--- src/rtl/axi_rdata_return.sv ---
// rtl/axi_rdata_return.sv - AXI read-data return stage: per-beat peripheral read, response FIFO, R channel
`ifndef SLAVE_ID_BITS
`define SLAVE_ID_BITS 4
`endif

module axi_rdata_return #(
  parameter int masters = 4,
  parameter int width   = 22,
  parameter int p_size  = 4,
  parameter int DEPTH   = 4,
  parameter int TIMEOUT = 255
) (
  input  logic                      CLK,
  input  logic                      RESETN,
  input  logic [masters-1:0]        I_MASTER,
  input  logic [`SLAVE_ID_BITS-1:0] I_ID,
  input  logic [width-1:0]          I_ADDR,
  input  logic                      I_LAST,
  input  logic                      I_VALID,
  output logic                      I_READY,
  output logic [width-1:0]          P_ADDR,
  output logic                      P_RD,
  input  logic [(8<<p_size)-1:0]    P_RDATA,
  input  logic                      P_DONE,
  output logic [masters-1:0]        R_MASTER,
  output logic [`SLAVE_ID_BITS-1:0] R_ID,
  output logic [(8<<p_size)-1:0]    R_DATA,
  output logic [1:0]                R_RESP,
  output logic                      R_LAST,
  output logic                      R_VALID,
  input  logic                      R_READY,
  output logic [7:0]                ERR_CNT
);

  localparam int DW  = 8 << p_size;
  localparam int IDW = `SLAVE_ID_BITS;
  localparam int AW  = $clog2(DEPTH);

  localparam logic [AW:0] DEPTH_C = DEPTH[AW:0];
  localparam logic [7:0]  TMO_C   = TIMEOUT[7:0];

  localparam logic [0:0] ST_IDLE = 1'b0;
  localparam logic [0:0] ST_WAIT = 1'b1;

  logic [0:0]         state;
  logic [7:0]         timer;
  logic [masters-1:0] tag_master;
  logic [IDW-1:0]     tag_id;
  logic               tag_last;

  logic [masters-1:0] mem_master [DEPTH];
  logic [IDW-1:0]     mem_id     [DEPTH];
  logic               mem_last   [DEPTH];
  logic [DW-1:0]      mem_data   [DEPTH];
  logic [1:0]         mem_resp   [DEPTH];

  logic [AW-1:0] wr_ptr;
  logic [AW-1:0] rd_ptr;
  logic [AW:0]   fifo_count;

  logic accept;
  logic done_hit;
  logic tmo_hit;
  logic push;
  logic pop;

  // Completion wins over a timeout landing in the same cycle
  assign done_hit = (state == ST_WAIT) && P_DONE;
  assign tmo_hit  = (state == ST_WAIT) && !P_DONE && (timer == TMO_C);
  assign push     = done_hit || tmo_hit;

  // Accept only with no read in flight and room in the FIFO, so a push never overflows
  assign I_READY = RESETN && (state == ST_IDLE) && (fifo_count < DEPTH_C);
  assign accept  = I_VALID && I_READY;

  assign R_VALID = (fifo_count != '0);
  assign pop     = R_VALID && R_READY;

  // Head of FIFO drives the R channel; outputs read as zero while empty
  assign R_MASTER = R_VALID ? mem_master[rd_ptr] : '0;
  assign R_ID     = R_VALID ? mem_id[rd_ptr]     : '0;
  assign R_LAST   = R_VALID ? mem_last[rd_ptr]   : 1'b0;
  assign R_DATA   = R_VALID ? mem_data[rd_ptr]   : '0;
  assign R_RESP   = R_VALID ? mem_resp[rd_ptr]   : 2'b00;

  // Read sequencer: latch beat, strobe peripheral once, wait for done or timeout
  always_ff @(posedge CLK or negedge RESETN) begin
    if (!RESETN) begin
      state      <= ST_IDLE;
      timer      <= 8'd0;
      P_ADDR     <= '0;
      P_RD       <= 1'b0;
      tag_master <= '0;
      tag_id     <= '0;
      tag_last   <= 1'b0;
      ERR_CNT    <= 8'd0;
    end else begin
      P_RD <= 1'b0;
      if (state == ST_IDLE) begin
        if (accept) begin
          tag_master <= I_MASTER;
          tag_id     <= I_ID;
          tag_last   <= I_LAST;
          P_ADDR     <= I_ADDR;
          P_RD       <= 1'b1;
          timer      <= 8'd1;
          state      <= ST_WAIT;
        end
      end else begin
        if (push) begin
          timer <= 8'd0;
          state <= ST_IDLE;
          if (tmo_hit && (ERR_CNT != 8'hFF)) begin
            ERR_CNT <= ERR_CNT + 8'd1;
          end
        end else begin
          timer <= timer + 8'd1;
        end
      end
    end
  end

  // FIFO pointers and occupancy; simultaneous push and pop leaves the count unchanged
  always_ff @(posedge CLK or negedge RESETN) begin
    if (!RESETN) begin
      wr_ptr     <= '0;
      rd_ptr     <= '0;
      fifo_count <= '0;
    end else begin
      if (push) begin
        wr_ptr <= wr_ptr + AW'(1);
      end
      if (pop) begin
        rd_ptr <= rd_ptr + AW'(1);
      end
      if (push && !pop) begin
        fifo_count <= fifo_count + (AW+1)'(1);
      end else if (pop && !push) begin
        fifo_count <= fifo_count - (AW+1)'(1);
      end
    end
  end

  // FIFO storage; contents are only observed through the occupancy-gated outputs
  always_ff @(posedge CLK) begin
    if (push) begin
      mem_master[wr_ptr] <= tag_master;
      mem_id[wr_ptr]     <= tag_id;
      mem_last[wr_ptr]   <= tag_last;
      mem_data[wr_ptr]   <= done_hit ? P_RDATA : '0;
      mem_resp[wr_ptr]   <= done_hit ? 2'b00 : 2'b10;
    end
  end

endmodule

--- config.mk ---
export PLATFORM = sky130hd
export DESIGN_NAME = axi_rdata_return
export DESIGN_NICKNAME = d
export VERILOG_FILES = /design/src/rtl/axi_rdata_return.sv
export SDC_FILE = /design/constraint.sdc
export NUM_CORES = 1
export LEC_CHECK = 0
export CAP_MARGIN = 20
export CORE_AREA = 2 2 223 225
export CTS_CLUSTER_SIZE = 28
export DETAILED_ROUTE_END_ITERATION = 16
export DIE_AREA = 0 0 225 227
export HOLD_SLACK_MARGIN = 0.15
export PLACE_DENSITY_LB_ADDON = 0.05
export SYNTH_ARGS = -nofsm -noshare
export SYNTH_HDL_FRONTEND = slang
export SYNTH_SLANG_ARGS = --single-unit
--- constraint.sdc ---
create_clock -name CLK -period 5.3 [get_ports CLK]
set_input_delay 1.325 -clock CLK [delete_from_list [all_inputs] [get_ports CLK]]
set_output_delay 1.325 -clock CLK [all_outputs]
set_load 0.02 [all_outputs]
Word level (Yosys, flattened, before mapping):

Memory sizes are Yosys's and may differ from the RTL's.
Cells that the tools add are included.

* add/sub/neg operators: 6
* order comparisons: 1
* bitwise gates (word level): 1
* shift-type cells: 0
* muxes and demuxes: 18
* divide/modulo/power cells: 0
* $mul: 0
* reduce and logical (&&, ||, !) cells: 19
* equal/unequal tests: 2

Operators by type and width (number)
* two-way mux 128 bit: 2
* two-way mux 8 bit: 3
* adder 8 x 1 -> 8 bit (second input constant): 2
* logical AND 1 bit: 10
* equality test 8 bit (second input constant): 1
* two-way mux 4 bit: 2
* inequality test 8 bit (second input constant): 1
* two-way mux 1 bit: 7
* two-way mux 3 bit: 2
* adder 2 x 1 -> 2 bit (second input constant): 2
* two-way mux 2 bit: 2
* nonzero test 2 bit: 2
* adder 3 x 1 -> 3 bit (second input constant): 1
* zero test 1 bit: 3
* < comparator 3 bit (second input constant): 1
* AND reduction 3 bit: 1
* nonzero test 3 bit: 1
* subtractor 3 x 1 -> 3 bit (second input constant): 1
* AND reduction 2 bit: 1
* logical OR 1 bit: 1
* inverter 1 bit: 1

* memories kept: 5
* latch bits: 0
* memory bits (writable): 556
* input port bits: 164
* register bits after elaboration: 56
* word-level logic and storage cells: 63
* ROM bits: 0

Memories
* mem_data: depth 4, width 128, read ports 1, clocked after Yosys merged registers in 0, wr ports 1, RTL line 54 `logic [DW-1:0] mem_data [DEPTH];`
* mem_id: depth 4, width 4, read ports 1, clocked after Yosys merged registers in 0, wr ports 1, RTL line 52 `logic [IDW-1:0] mem_id [DEPTH];`
* mem_master: depth 4, width 4, read ports 1, clocked after Yosys merged registers in 0, wr ports 1, RTL line 51 `logic [masters-1:0] mem_master [DEPTH];`
* mem_resp: depth 4, width 2, read ports 1, clocked after Yosys merged registers in 0, wr ports 1, RTL line 55 `logic [1:0] mem_resp [DEPTH];`
* mem_last: depth 4, width 1, read ports 1, clocked after Yosys merged registers in 0, wr ports 1, RTL line 53 `logic mem_last [DEPTH];`

Longest topological paths before layout:

Gate-level depths: netlist (run 1).

* depth after elaboration: 8
* mapped depth: 10
* depth with buffers taken out: 10

Worst setup path before layout (run 1):

Ideal clock, no wire load.

* path kind: input port to flip-flop
* start: input P_DONE
* end: memory mem_data[0][0] (netlist bit) (enable)
* slack: 0.034 ns
* path buffers: 0
* library setup time: 0.514 ns
* stages on the path: 2
* data arrival time: 4.752 ns
* cell sequence: o21a_1 and2_1

* word-level cells in the longest chain between the ends: 6
* elaborated cells between the ends (all ways): 7
* those cells by class: mux (2); reduce/logical (5)

Ends and longest elaborated chain
* start, declared: RTL line 24 `input logic P_DONE,`
* zero test 1 bit: RTL line 69 `assign tmo_hit = (state == ST_WAIT) && !P_DONE && (timer == TMO_C);`
* logical AND 1 bit (2 in a row): RTL line 69
* logical OR 1 bit (*): RTL line 70 `assign push = done_hit || tmo_hit;`
* two-way mux 1 bit (*): RTL line 146 `if (push) begin`
* two-way mux 1 bit (*): RTL line 150 `mem_data[wr_ptr] <= done_hit ? P_RDATA : '0;`
* end, declared: RTL line 54

Every way passes the cells marked *; elsewhere a longest branch is shown, timed or not.

Final worst setup path (run 1):

* start: register rd_ptr[0]
* end: output R_DATA[31]

* word-level cells in the longest chain between the ends: 2

Ends and longest elaborated chain
* start, declared: RTL line 58 `logic [AW-1:0] rd_ptr;`
* start signal, assigned: RTL line 134 `rd_ptr <= rd_ptr + AW'(1);`
* memory (4 x 128 bit)
* two-way mux 128 bit: RTL line 83 `assign R_DATA = R_VALID ? mem_data[rd_ptr] : '0;`
* end, declared: RTL line 27 `output logic [(8<<p_size)-1:0] R_DATA,`

No other way between the ends.

==> results of run 1 <==
[path summary, 6_finish.rpt]
check / start / endpoint / slack (ns) / cells past startpoint
max: rd_ptr[0] / R_DATA[31] / 0.90 / 4
min: P_ADDR[15] / P_ADDR[15] / 0.51 / 1
max reg2reg: timer[0] / mem_data[2][19] / 2.42 / 6
min reg2reg: P_ADDR[15] / P_ADDR[15] / 0.51 / 1
max in group asynchronous: RESETN / rd_ptr[1] / 3.72 / 2
min in group asynchronous: RESETN / P_ADDR[5] / 0.99 / 2
[where the power goes]
part / internal (mW) / switching, mW / total [mW]
sequential: 5.76 / 0.327 / 6.09
clock: 2.58 / 1.75 / 4.33
combinational: 3.07 / 2.95 / 6.02
total: 11.4 / 5.03 / 16.4
[cell type report]
cell class                      instances  area share, %
Tap cell                              622           2.57
Inverter                                4         0.0495
Clock inverter                         19          0.516
Sequential cell                       608           59.3
Antenna cell                            8         0.0660
Multi-Input combinational cell        527           19.1
Clock buffer                           94           6.24
Timing Repair Buffer                  361           12.1
[metrics by stage]
stage	hold WS, ns	util (%)	instance area [um2]
final	0.507	62.5	30300
after global routing	0.528	62.4	30300
after CTS	0.507	62.4	30300
after detailed placement	0.494	58.2	28200
after global placement	0.490	58.2	28200
after floorplan	0.472	-	24200
[registers in the layout, indices dropped and copies added, names as in the netlist]
| name | cells |
|---|---|
| mem_data | 512 |
| P_ADDR | 22 |
| mem_id | 16 |
| mem_master | 16 |
| ERR_CNT | 8 |
| timer | 8 |
| mem_last | 4 |
| mem_resp | 4 |
| tag_id | 4 |
| tag_master | 4 |
| fifo_count | 3 |
| rd_ptr | 2 |
| wr_ptr | 2 |
| P_RD | 1 |
| state | 1 |
| tag_last | 1 |
[routing by layer]
metal / wire (um) / vias up / global-route usage, %
met5: 0 / - / 0
li1: - / 5565 / -
met2: 26800 / 307 / 33.9
met3: 2580 / 64 / 4.87
met4: 824 / 0 / 5.79
met1: 22700 / 6560 / 29.0
[cell families after synthesis]
family | after synthesis | share of synthesized area [%]
flops | 608 | 74.3
simple gates | 315 | 8.00
mux | 172 | 14.4
buf+inv | 86 | 1.84
compound gates | 20 | 0.543
xor+xnor | 11 | 0.398
fa+ha+maj | 8 | 0.445
other cells | 1 | 0.0155
[cells in the final DEF (no fill, tap or decap), drive strengths merged, types with 3 or more instances in the layout]
master | netlist | routed
mux2 | 34 | 34
buf | 37 | 29
o21ai | 5 | 5
xnor2 | 5 | 5
clkbuf | 45 | 94
nand2 | 7 | 7
and2 | 142 | 142
ha | 7 | 7
nor2 | 9 | 9
xor2 | 6 | 6
dfrtp | 56 | 56
inv | 4 | 6
a31oi | 3 | 3
and3 | 130 | 130
nor3 | 5 | 5
nand4 | 3 | 3
clkinv | 0 | 13
clkdlybuf4s50 | 0 | 332
mux4 | 138 | 138
nand3 | 8 | 8
diode | 0 | 8
a21oi | 3 | 3
edfxtp | 552 | 552
[worst max-delay path, cell delays in order, from the launching register on]
cell and delay [ns]:
dfrtp_4 0.76, buf_4 0.42, mux4_2 0.57, and2_1 0.18, clkdlybuf4s50_1 0.54
==> flow_summary.toml, run 1 <==
[yosys]
syn-cell-area_um2 = 24200
netlist_instances = 1221
synth.area.top_cells = "edfxtp_1, mux4_2, dfrtp_1"
synth_fp_nets = 1393
yosys_warnings = 0
synth_seq_area_share_pct = 74.3
synth-edff-count = 552
async_flop_share_pct = 9.21
yosysTopAreaCellShare_pct = 68.5
ys_types = 44
ys_top_cells_by_count = "edfxtp_1, and2_1, mux4_2, and3_1, dfrtp_1"
yosysTopAreaCell = "edfxtp_1"
syn_avg_cell_area_um2 = 19.8
ys_seq_elements = 608
synth_top_flop_cell = "edfxtp_1"
synth_most_common_cell = "edfxtp_1"

[grt]
grt_pass1_wl_mm = 79.3
track_usage_pct = 21.0
grt_pass1_vias = 12940
gr-total-overflow = 0
grt_max_degree = 98
grt_antenna_before_repair = 5

[cts]
clk_pin_slew_worst_paths_ns = 0.06
htreeDepth = 3
cts_buffers = 66
cts_tree = "yes"
post_cts_resized = 0
cts-root-buf = "clkbuf_16"
cts_hold_buf = 0
cts.sinks = 608
post_cts_buffers = 0
clkLatencyLatePin_ns = 0.58
clockBufferDepth = 3

[setup_path]
startpoint_type = "flop"
worst-endpoint-required_ns = 3.97
path_class = "reg2out"
crit_path_max_fanout = 24
arrival_ns = 3.07
cp-end-kind = "output port"

[timing]
hold_viol_final = 0
min_period_over_period_pct = 83.0
skew_ns = 0.0247
finalSetupTns_ns = 0
slew_headroom_pct = 32.4
clock.fmax_mhz = 227
period_needed_ns = 4.40
setup_ws_ns = 0.902
rsz0062_at_grt = "false"
tightest_slew_ns = 1.01
finalSetupViolations = 0
slew_violations = 0

[final_layout]
n_fill_cell = 3516
nNetsFinal = 1740
layout-drive-gt1-share_pct = 18.7
instances_no_fill = 2243
multi_input_area_um2 = 5790
ff_latch_area_um2 = 18000
syn_to_final_growth_pct = 25.4

[place]
pre_cts_ws_ns = 1.43
port_buffers = 334
dp_hpwl_mm = 30.7
place.gp.congestion = 0.713
place_inst = 2121

[route]
postRouteAntennaNets = 0
drc = 0
wire_per_inst_um = 23.6
drt_iter0_drc = 770
vias = 12496
post_drt_via_cell_ratio = 5.57
wirelength_mm = 52.9
dr.pass1.iters = 4

[die]
io_pins = 336
initial_core_util_pct = 49.8
die_w_um = 225
rows = 81
placeableCoreArea_um2 = 48500
dieArea_um2 = 51100
fp.dieH_um = 227

[power]
power.density_nw_per_um2 = 542
power.total_mw = 16.4
ir_worst_vdd_uv = 310
leakage_nw = 10.7

[run]
max-cap-violations = 0

[worst_hold_path]
hold_class = "reg2reg"

[outcome]
status = "completed"
Note: power is estimated with default switching activity, not from simulation.
==> inputs of run 2 (changes only) <==
--- a/config.mk
+++ b/config.mk
@@ -6,10 +6,10 @@
 export NUM_CORES = 1
 export LEC_CHECK = 0
 export CAP_MARGIN = 20
-export CORE_AREA = 2 2 223 225
+export CORE_AREA = 2 2 226 228
 export CTS_CLUSTER_SIZE = 28
 export DETAILED_ROUTE_END_ITERATION = 16
-export DIE_AREA = 0 0 225 227
+export DIE_AREA = 0 0 228 230
 export HOLD_SLACK_MARGIN = 0.15
 export PLACE_DENSITY_LB_ADDON = 0.05
 export SYNTH_ARGS = -nofsm -noshare
==> constraint.sdc (replaced) <==
create_clock -name CLK -period 3.9 [get_ports CLK]
set_input_delay 0.975 -clock CLK [delete_from_list [all_inputs] [get_ports CLK]]
set_output_delay 0.975 -clock CLK [all_outputs]
set_load 0.02 [all_outputs]
==> run 2 against run 1 <==
Against the previous run: clock power rose by 28%; critical path depth stayed put; design area hardly changed; register-to-register slack got worse by 1.1 ns; die area grew 2.7%; routed wire length increased by 1.3%; cell count is 2.1% higher; clock-buffer cell count shrank 8; largest cell class unchanged.
==> flow_summary.toml, run 2 (same netlist as run 1, synthesis figures left out) <==
[outcome]
status = "completed"

[setup_path]
critPathBufInv = 2
path_class = "reg2out"
startpoint_type = "flop"
r2r_cells = 8
worst-endpoint-required_ns = 2.92
crit_cells = 4
cp_slowest_stage_delay_ns = 0.57
slowest_stage = "clkdlybuf4s50_1"
worstPathCellList = "buf_12, mux4_2, and2_1, clkdlybuf4s50_1"
arrival_ns = 2.77
r2r_start = "fifo_count[2]"
cpLargestDelayFamily = "buffers and inverters"
crit_start = "rd_ptr[0]"
cp-end-kind = "output port"
crit_path_max_fanout = 41

[die]
dieArea_um2 = 52400
placeableCoreArea_um2 = 49900
die_w_um = 228
rows = 82
fp.dieH_um = 230
initial_core_util_pct = 48.5
io_pins = 336

[route]
vias = 12429
drc = 0
wirelength_mm = 53.5
drt_iter0_drc = 774
post_drt_via_cell_ratio = 5.43
wire_per_inst_um = 23.4
postRouteAntennaNets = 0
dr.pass1.iters = 4

[cts]
post_cts_buffers = 0
htreeDepth = 2
cts-root-buf = "clkbuf_16"
cts_buffers = 60
cts_tree = "yes"
cts.sinks = 608
clockBufferDepth = 3
clk_pin_slew_worst_paths_ns = 0.06
clkLatencyLatePin_ns = 0.62
post_cts_resized = 0
cts_hold_buf = 0

[timing]
min_period_over_period_pct = 96.0
rsz0062_at_grt = "false"
clock.fmax_mhz = 267
hold_viol_final = 0
skew_ns = 0.0146
finalSetupViolations = 0
finalSetupTns_ns = 0
tightest_slew_ns = 0.908
period_needed_ns = 3.74
slew_violations = 0
slew_headroom_pct = 39.5

[final_layout]
largest_register_ff_count = 512
largest_register = "mem_data"
n_fill_cell = 3784
mostFrequentLayoutCell = "edfxtp_1"
layout-drive-gt1-share_pct = 18.3
nNetsFinal = 1736
top_regs = "mem_data: 512 flops, P_ADDR: 22 flops"
utilization_pct = 60.8
syn_to_final_growth_pct = 25.4
final_cell_mix = "edfxtp_1, clkdlybuf4s50_1, mux4_2, and2_1, and3_1"

[worst_hold_path]
hold_start = "P_ADDR[18]"
hold_class = "reg2reg"
worstHoldPathCells = 1

[place]
place.gp.congestion = 0.729
dp_hpwl_mm = 31.6
port_buffers = 334

[grt]
track_usage_pct = 20.4
grt_antenna_before_repair = 4
grt_pass1_wl_mm = 80.6
gr-total-overflow = 0
grt_pass1_vias = 13144
grt_max_degree = 79

[run]
max-cap-violations = 0

[power]
leakage_nw = 10.7
ir_worst_vdd_uv = 433
power.density_nw_per_um2 = 726
[run 2: worst register-to-register path, delay by kind of cell (launching register included)]
family	cells	cell delay, ns
xor+xnor	2	0.33
buf+inv	1	0.06
flops	1	0.51
fa+ha+maj	2	0.57
simple gates	3	1.00
[run 2: layout make-up]
class | instances | area (um2) | share of cell area [%]
diodes | 5 | 12.5 | 0.0412
clock buffers | 86 | 1660 | 5.47
clock inverters | 24 | 223 | 0.734
inverters | 4 | 15.0 | 0.0495
multi-input cells | 528 | 5800 | 19.1
flip-flops and latches | 608 | 18000 | 59.3
well taps | 672 | 841 | 2.77
repair buffers | 362 | 3800 | 12.5
[run 2: where the power goes]
group	leakage, nW	internal, mW	switching [mW]	total [mW]
Combinational	3.90	4.21	4.13	8.34
Sequential	5.83	7.83	0.326	8.16
Clock	0.915	3.21	2.34	5.55
Total	10.7	15.2	6.79	22.0
[run 2: per-layer routing]
layer	track usage, %	routed length, um	vias to the layer above
met5	0	13	-
met4	6.27	1410	2
met3	4.69	2890	86
met2	33.5	26700	323
met1	27.5	22500	6454
li1	-	-	5564
[run 2: stage by stage]
stage / hold slack, ns / power, mW / cells / area [um2] / setup WS (ns)
floorplan: 0.472 / 13.2 / 1221 / 24200 / 0.525
global placement: 0.492 / 16.8 / 2173 / 28400 / 0.738
detailed placement: 0.496 / 16.8 / 2173 / 28400 / 0.720
CTS: 0.508 / 22.4 / 2283 / 30300 / 0.0367
global route: 0.521 / 23.0 / 2287 / 30300 / 0.0108
finish: 0.506 / 22.0 / 2289 / 30300 / 0.157
[run 2: path summary, 6_finish.rpt]
check,end,slack [ns]
max,R_ID[2],0.16
min in group asynchronous,timer[7],0.61
min,P_ADDR[18],0.51
max in group asynchronous,state,2.72
max reg2reg,fifo_count[2],1.35
min reg2reg,P_ADDR[18],0.51
==> inputs of run 3 (changes only) <==
--- a/config.mk
+++ b/config.mk
@@ -10,6 +10,7 @@
 export CTS_CLUSTER_SIZE = 28
 export DETAILED_ROUTE_END_ITERATION = 16
 export DIE_AREA = 0 0 228 230
+export GPL_ROUTABILITY_DRIVEN = 0
 export HOLD_SLACK_MARGIN = 0.15
 export PLACE_DENSITY_LB_ADDON = 0.05
 export SYNTH_ARGS = -nofsm -noshare
==> results of run 3 <==
No change in the layout: final DEF, timing and power equal those of run 2.
